**src/rtl/regsel_sequencer_pkg.sv**
```systemverilog
`default_nettype none
// ============================================================================
//  Module   : regsel_sequencer_pkg
//  Purpose  : Opcodes, regSel source encodings, state encoding and the
//             control-word type shared by the regSel sequencer.
//  Revision : 1.0 - initial release
// ============================================================================
package regsel_sequencer_pkg;

    localparam logic [1:0] OP_MOV   = 2'b00;
    localparam logic [1:0] OP_ALU2  = 2'b01;
    localparam logic [1:0] OP_ALU1  = 2'b10;
    localparam logic [1:0] OP_PCINC = 2'b11;

    localparam logic [1:0] SRC_USEQ = 2'd0;
    localparam logic [1:0] SRC_OP0  = 2'd1;
    localparam logic [1:0] SRC_OP1  = 2'd2;
    localparam logic [1:0] SRC_OP2  = 2'd3;
    localparam logic       LSRC_USEQ = 1'b0;
    localparam logic       LSRC_OP0  = 1'b1;

    localparam logic [1:0] ST_IDLE = 2'd0;
    localparam logic [1:0] ST_RD_A = 2'd1;
    localparam logic [1:0] ST_RD_B = 2'd2;
    localparam logic [1:0] ST_WR   = 2'd3;

    typedef enum logic [1:0] {
        IDLE = ST_IDLE,
        RD_A = ST_RD_A,
        RD_B = ST_RD_B,
        WR   = ST_WR
    } state_t;

    typedef struct packed {
        logic       oe;
        logic       load;
        logic [1:0] oeSourceSel;
        logic       loadSourceSel;
        logic [2:0] useqRegSelOE;
        logic [2:0] useqRegSelLoad;
        logic       aluALoad;
        logic       aluBLoad;
        logic       aluOE;
        logic       aluInc;
        logic       ready;
        logic       done;
    } ctrl_t;

    // MOV needs no operand fetch, so it enters straight at the write phase.
    function automatic state_t entryState(input logic [1:0] op);
        return (op == OP_MOV) ? WR : RD_A;
    endfunction

endpackage
`default_nettype wire

```
**src/rtl/regsel_sequencer.sv**
```systemverilog
`default_nettype none
// ============================================================================
//  Module   : regsel_sequencer
//  Purpose  : Steps one register-transfer operation at a time through the
//             regSel / ALU-latch bus phases; all outputs are registered.
//  Revision : 1.0 - initial release
// ============================================================================
module regsel_sequencer
    import regsel_sequencer_pkg::*;
#(
    parameter logic [2:0] PC_REG   = 3'd7,
    parameter int         WIDTH_OP = 2
) (
    input  logic                clock,
    input  logic                notReset,
    input  logic                start,
    input  logic [WIDTH_OP-1:0] opcode,
    input  logic                stall,
    output logic                oe,
    output logic                load,
    output logic [1:0]          oeSourceSel,
    output logic                loadSourceSel,
    output logic [2:0]          useqRegSelOE,
    output logic [2:0]          useqRegSelLoad,
    output logic                aluALoad,
    output logic                aluBLoad,
    output logic                aluOE,
    output logic                aluInc,
    output logic                ready,
    output logic                done
);

    state_t              r_state;
    logic [WIDTH_OP-1:0] r_op;
    ctrl_t               r_ctrl;
    state_t              w_nextState;
    logic [WIDTH_OP-1:0] w_nextOp;

    function automatic ctrl_t decode(input state_t st, input logic [1:0] op);
        ctrl_t c;
        c = '0;
        case (st)
            IDLE: c.ready = 1'b1;
            RD_A: begin
                c.oe       = 1'b1;
                c.aluALoad = 1'b1;
                if (op == OP_PCINC) begin
                    c.oeSourceSel  = SRC_USEQ;
                    c.useqRegSelOE = PC_REG;
                end else begin
                    c.oeSourceSel = SRC_OP1;
                end
            end
            RD_B: begin
                c.oe          = 1'b1;
                c.oeSourceSel = SRC_OP2;
                c.aluBLoad    = 1'b1;
            end
            WR: begin
                c.load  = 1'b1;
                c.ready = 1'b1;
                c.done  = 1'b1;
                case (op)
                    OP_MOV: begin
                        c.oe            = 1'b1;
                        c.oeSourceSel   = SRC_OP1;
                        c.loadSourceSel = LSRC_OP0;
                    end
                    OP_PCINC: begin
                        c.aluOE          = 1'b1;
                        c.aluInc         = 1'b1;
                        c.loadSourceSel  = LSRC_USEQ;
                        c.useqRegSelLoad = PC_REG;
                    end
                    default: begin
                        c.aluOE         = 1'b1;
                        c.loadSourceSel = LSRC_OP0;
                    end
                endcase
            end
            default: c.ready = 1'b1;
        endcase
        return c;
    endfunction

    // A new request is only accepted in a ready state (IDLE or final WR).
    always_comb begin
        w_nextState = r_state;
        w_nextOp    = r_op;
        case (r_state)
            IDLE, WR: begin
                if (start) begin
                    w_nextOp    = opcode;
                    w_nextState = entryState(opcode);
                end else begin
                    w_nextState = IDLE;
                end
            end
            RD_A:    w_nextState = (r_op == OP_ALU2) ? RD_B : WR;
            RD_B:    w_nextState = WR;
            default: w_nextState = IDLE;
        endcase
    end

    always_ff @(posedge clock or negedge notReset) begin
        if (!notReset) begin
            r_state <= IDLE;
            r_op    <= OP_MOV;
            r_ctrl  <= decode(IDLE, OP_MOV);
        end else if (!stall) begin
            r_state <= w_nextState;
            r_op    <= w_nextOp;
            r_ctrl  <= decode(w_nextState, w_nextOp);
        end
    end

    assign oe             = r_ctrl.oe;
    assign load           = r_ctrl.load;
    assign oeSourceSel    = r_ctrl.oeSourceSel;
    assign loadSourceSel  = r_ctrl.loadSourceSel;
    assign useqRegSelOE   = r_ctrl.useqRegSelOE;
    assign useqRegSelLoad = r_ctrl.useqRegSelLoad;
    assign aluALoad       = r_ctrl.aluALoad;
    assign aluBLoad       = r_ctrl.aluBLoad;
    assign aluOE          = r_ctrl.aluOE;
    assign aluInc         = r_ctrl.aluInc;
    assign ready          = r_ctrl.ready;
    assign done           = r_ctrl.done;

endmodule
`default_nettype wire

```
**config.mk**
```make
export PLATFORM = sky130hd
export DESIGN_NAME = regsel_sequencer
export DESIGN_NICKNAME = d
export VERILOG_FILES = /design/src/rtl/regsel_sequencer_pkg.sv /design/src/rtl/regsel_sequencer.sv
export SDC_FILE = /design/constraint.sdc
export NUM_CORES = 1
export LEC_CHECK = 0
export BUFFER_PORTS_ARGS = -buffer_cell sky130_fd_sc_hd__buf_2
export CAP_MARGIN = 0
export CELL_PAD_IN_SITES_DETAIL_PLACEMENT = 2
export CELL_PAD_IN_SITES_GLOBAL_PLACEMENT = 2
export CORE_UTILIZATION = 32
export DETAILED_ROUTE_END_ITERATION = 16
export GPL_ROUTABILITY_DRIVEN = 0
export PLACE_DENSITY = 0.77
export SKIP_LAST_GASP = 1
export SYNTH_ARGS = -nofsm -noshare
export SYNTH_HDL_FRONTEND = slang
export SYNTH_SLANG_ARGS = --single-unit
```
**constraint.sdc**
```tcl
create_clock -name clock -period 3 [get_ports clock]
set_clock_uncertainty 0.2 [all_clocks]
set_input_delay 0.6 -clock clock [delete_from_list [all_inputs] [get_ports clock]]
set_output_delay 0.6 -clock clock [all_outputs]
set_load 0.01 [all_outputs]
```
==> Word level (Yosys, flattened, before mapping) <==
Index checks and enable logic that the tools add are counted.
{ "totals": {"register_bits": 20, "in_bits": 6, "elab_cells": 51} }
{ "classes": {"reduce_logical": 7, "n_mux": 23, "n_eq_ne": 8} }
{ "ops": {"columns": ["operator", "count"], "rows": [
  ["$mux 2", 7],
  ["$pmux 2 s3", 2],
  ["$eq 2x2->1 const B", 5],
  ["$mux 1", 10],
  ["$mux 3", 3],
  ["$logic_not 2->1", 4],
  ["$eq 2x1->1 const B", 3],
  ["$reduce_or 2->1", 3],
  ["$pmux 1 s2", 1]
]} }

==> Depth between registers and ports, before layout <==
{ "logic_depth": {"depth_word": 7, "mapped_depth": 8, "ltp_nobuf": 8} }

==> Least setup slack after synthesis <==
Ideal clock, no wire load.
{ "synth_timing": {"path_type": "register to register", "startpoint": "reg r_state[0]", "endpoint": "reg r_ctrl, in the netlist oeSourceSel[0]", "path_buffers": 0, "stages_incl_launch_ff": 7, "required_time_ps": 2675, "setup_time_ps": 125, "setup_slack_ps": 1052, "synth_period_minus_slack_ps": 1948, "arrival_time_ps": 1623, "path_cell_list": "dfrtp_1 -> inv_1 -> ha_1 -> nor2b_1 -> or2_2 -> ha_1 -> mux2_2"} }
{ "synth_between": {"elab_chain_len": 5, "elab_cells_between_ends": 10, "cone_classes": "eq/ne: 6; mux: 2; reduce/logical: 2"} }
{ "synth_rtl": {"columns": ["item", "line_no", "rtl"], "rows": [
  ["start: declaration", "regsel_sequencer.sv:33", "state_t r_state;"],
  ["start signal: assignment", "regsel_sequencer.sv:111", "r_state <= w_nextState;"],
  ["$eq 2x2->1 / $logic_not 2->1 (equally long branches)", "regsel_sequencer.sv:90", "case (r_state)"],
  ["$reduce_or 2->1", "regsel_sequencer.sv:90", null],
  ["$pmux 2 s3 (*)", "regsel_sequencer.sv:90", null],
  ["$eq 2x2->1 / $eq 2x1->1 (equally long branches)", "regsel_sequencer.sv:42", "case (st)"],
  ["$pmux 2 s3 (*)", "regsel_sequencer.sv:42", null],
  ["end signal: assignment", "regsel_sequencer.sv:109", "r_ctrl <= decode(IDLE, OP_MOV);"],
  ["end signal: assignment", "regsel_sequencer.sv:113", "r_ctrl <= decode(w_nextState, w_nextOp);"],
  ["end: declaration", "regsel_sequencer.sv:35", "ctrl_t r_ctrl;"]
]} }
Every way passes the cells marked *; elsewhere a longest branch is shown, timed or not.
A chain may end at the register's enable or synchronous reset.

==> Worst setup path after layout <==
{ "layout_timing": {"startpoint": "reg r_state[0]", "endpoint": "reg r_ctrl, in the netlist useqRegSelOE[1]"} }
{ "layout_between": {"elab_cells_between_ends": 11, "cone_classes": "eq/ne: 5; mux: 4; reduce/logical: 2"} }
{ "layout_rtl": {"columns": ["item", "line_no", "rtl"], "rows": [
  ["$eq 2x2->1 / $logic_not 2->1 (equally long branches)", "regsel_sequencer.sv:90", null],
  ["$reduce_or 2->1", "regsel_sequencer.sv:90", null],
  ["$pmux 2 s3 (*)", "regsel_sequencer.sv:90", null],
  ["net w_nextState[0]", "regsel_sequencer.sv:36", "state_t w_nextState;"],
  ["$eq 2x1->1 (*)", "regsel_sequencer.sv:42", null],
  ["$mux 3 (*)", "regsel_sequencer.sv:42", null]
]} }
Mark *: on every way through the listed nets, which the timed path passes. The rest lies on a longest branch.

==> flow_metrics.tcl <==
set metrics [dict create \
    drive_gt1_frac 0.3889 \
    postCtsHoldBufs 0 \
    maxSlewHeadroom 0.7296 \
    cts_buffer_depth 2 \
    track_usage 0.1758 \
    power.leakage_nw 0.4786 \
    clock_sinks 14 \
    numCtsBuffers 3 \
    crit_required_ns 2.98 \
    diodes 0 \
    ys_seq_elements 14 \
    hp-class "in -> async" \
    num_rows 17 \
    overflow 0 \
    stdcell_area_um2 895.9 \
    drc 0 \
    viasPerCell 5.034 \
    vias 594 \
    grt_util_met2 0.2917 \
    fin_ws_ns 0.8361 \
    clk_pin_slew_worst_paths_ns 0.09 \
    path_common_cell "ha_1" \
    ys_seq_area_frac 0.4554 \
    portBuffers 22 \
    crit_chain "inv_1 > ha_1 > a211oi_1 > nor2_1 > ha_1 > nor2b_1 > a22o_1" \
    initial_core_util 0.3457 \
    syn_inst 72 \
    cts_tree "done" \
    cp_num_buf_inv 1 \
    fin_tns_setup_ns 0 \
    layout_common_cells "buf_2 (22), dfrtp_1 (13), nand2_1 (5), ha_1 (5)" \
    post-cts-setup-buffer-count 0 \
    powerDensity_nw_per_um2 1213 \
    grt_pass1_wl_mm 3.187 \
    ff_latch_area_um2 351.6 \
    setup.worst_path.start_class "flop" \
    placed_cell_area_um2 859.6 \
    max_freq_mhz 462.1 \
    num-fill-cells 261 \
    worst_slew_pin_slew_ns 0.4014 \
    grt_pass1_vias 624 \
    drt_pass1_iterations 4 \
    routed_wl_mm 1.886 \
    fin_crit_ns 2.164 \
    drt-initial-drc-count 2 \
    preCtsSetupSlack_ns 0.8354 \
    syn_area_um2 772.0 \
    end_kind "flop" \
    use_met1 0.2155 \
    critPathKind "reg -> reg" \
    hold_ws_ns -0.004141 \
    regToRegSetupSlack_ns 0.84 \
    status "finished, violations left" \
    design.die.area_um2 2613 \
    place_hpwl_mm 1.454 \
    rr_endpoint "useqRegSelOE[1]" \
    grt_start_max_net_pins 17 \
    ys_types 29 \
    grt_busiest_layer "met2" \
    die_x_um 51.12 \
    avgSynthCellArea_um2 10.72 \
    violations "negative hold slack" \
    io_pins 23 \
    wire_per_inst_um 15.98 \
    core_area_um2 2233 \
    synth_fp_nets 83 \
    fin_util 0.4011 \
    layout_commonest_cell "buf_2" \
    crit_family "adder cells" \
    reg2reg_from "r_state[0]" \
    met3_usage 0.01786 \
    multi_input_area_um2 344.1 \
    critPathMaxFanout 8 \
    peakVddDrop_mv 0.5326 \
    cts-resized-gates 0 \
    worst_r2r_path_depth 7 \
    insertion_delay_ns 0.28 \
    finalSetupViolCount 0 \
    root_buffer "clkbuf_4" \
    hold_viol 13 \
    rsz0062_at_grt "no" \
    nNetsFinal 102 \
    die_y_um 51.12 \
    crit_path_max_incr_delay_ns 0.39 \
    slowest_stage "dfrtp_1" \
    period_share 0.7213 \
    ant_nets 0 \
    htree_levels 1 \
    antenna_found_initial 0 \
    max_cap_viol_count 0 \
    synthToLayoutAreaGrowth_pct 16.05 \
    finalMaxSlewViolations 0 \
    ys_warn_count 0 \
    cp.arrival_ns 2.14 \
]
==> synth_stat cells, drive strengths merged <==
| cell | instances | area share |
|---|---|---|
| a22o | 2 | 0.023 |
| a211oi | 1 | 0.0097 |
| and2 | 2 | 0.023 |
| or2 | 1 | 0.0081 |
| or3b | 1 | 0.011 |
| ha | 5 | 0.081 |
| o31a | 1 | 0.011 |
| nand2b | 2 | 0.016 |
| mux2i | 1 | 0.013 |
| nand2 | 5 | 0.024 |
| nor2b | 3 | 0.024 |
| dfstp | 1 | 0.034 |
| buf | 8 | 0.075 |
| o211ai | 2 | 0.019 |
| o2bb2ai | 1 | 0.011 |
| a21oi | 1 | 0.0065 |
| a21o | 2 | 0.019 |
| nor2 | 2 | 0.0097 |
| o21ai | 4 | 0.026 |
| mux2 | 4 | 0.068 |
| a31oi | 2 | 0.016 |
| inv | 5 | 0.024 |
| nand4 | 1 | 0.0081 |
| dfrtp | 13 | 0.42 |
| o31ai | 1 | 0.0097 |
| nand3 | 1 | 0.0065 |
==> cell type report <==
type,instances,share of cell area
flip-flops and latches,14,0.3925
multi-input cells,45,0.3841
repair buffers,22,0.1229
clock buffers,4,0.04050
well taps,28,0.03911
inverters,5,0.02095
==> sequential cells by signal, indices dropped and copies added (netlist names) <==
| register | count |
|---|---|
| aluInc | 1 |
| done | 1 |
| oe | 1 |
| useqRegSelOE | 1 |
| loadSourceSel | 1 |
| ready | 1 |
| oeSourceSel | 2 |
| aluALoad | 1 |
| r_state | 2 |
| r_op | 2 |
| aluOE | 1 |
==> how the worst max path moves through the flow <==
stage | from | to | cells after the start
after detailed placement | r_state[0] | useqRegSelOE[1] | 7
after CTS | r_state[0] | useqRegSelOE[1] | 7
final | r_state[0] | useqRegSelOE[1] | 7
after global placement | r_state[0] | useqRegSelOE[1] | 7
after floorplan | r_state[0] | oeSourceSel[0] | 6
after global routing | r_state[0] | aluInc | 7
==> report_power, final <==
| part | internal, W | switching [W] |
|---|---|---|
| clock | 0.0000739 | 0.0000636 |
| sequential | 0.000281 | 0.0000595 |
| combinational | 0.000281 | 0.000327 |
| total | 0.000636 | 0.000451 |
==> routing by layer <==
layer / up-vias / part of all wire
li1: 283 / -
met2: 19 / 0.52
met5: - / 0
met4: 0 / 0.017
met3: 3 / 0.037
met1: 289 / 0.42
==> cell families after synthesis <==
family                     Yosys count  share of synthesized area
and+or+nand+nor                     18                     0.1313
DFF                                 14                     0.4554
buffers and inverters               13                    0.09885
adders and majority gates            5                    0.08104
AOI/OAI and AO/OA                   17                     0.1523
muxes                                5                    0.08104
==> per-stage QoR <==
stage                     total power [W]  std cells  hold WS [ns]
after CTS                        0.001112        118      0.005599
after detailed placement        0.0009643        114        0.2804
after global routing             0.001194        118      0.009004
after floorplan                 0.0007870         72        0.1044
final                            0.001087        118     -0.004141
after global placement          0.0009279        114        0.2630
Note: power is estimated with default switching activity, not from simulation.
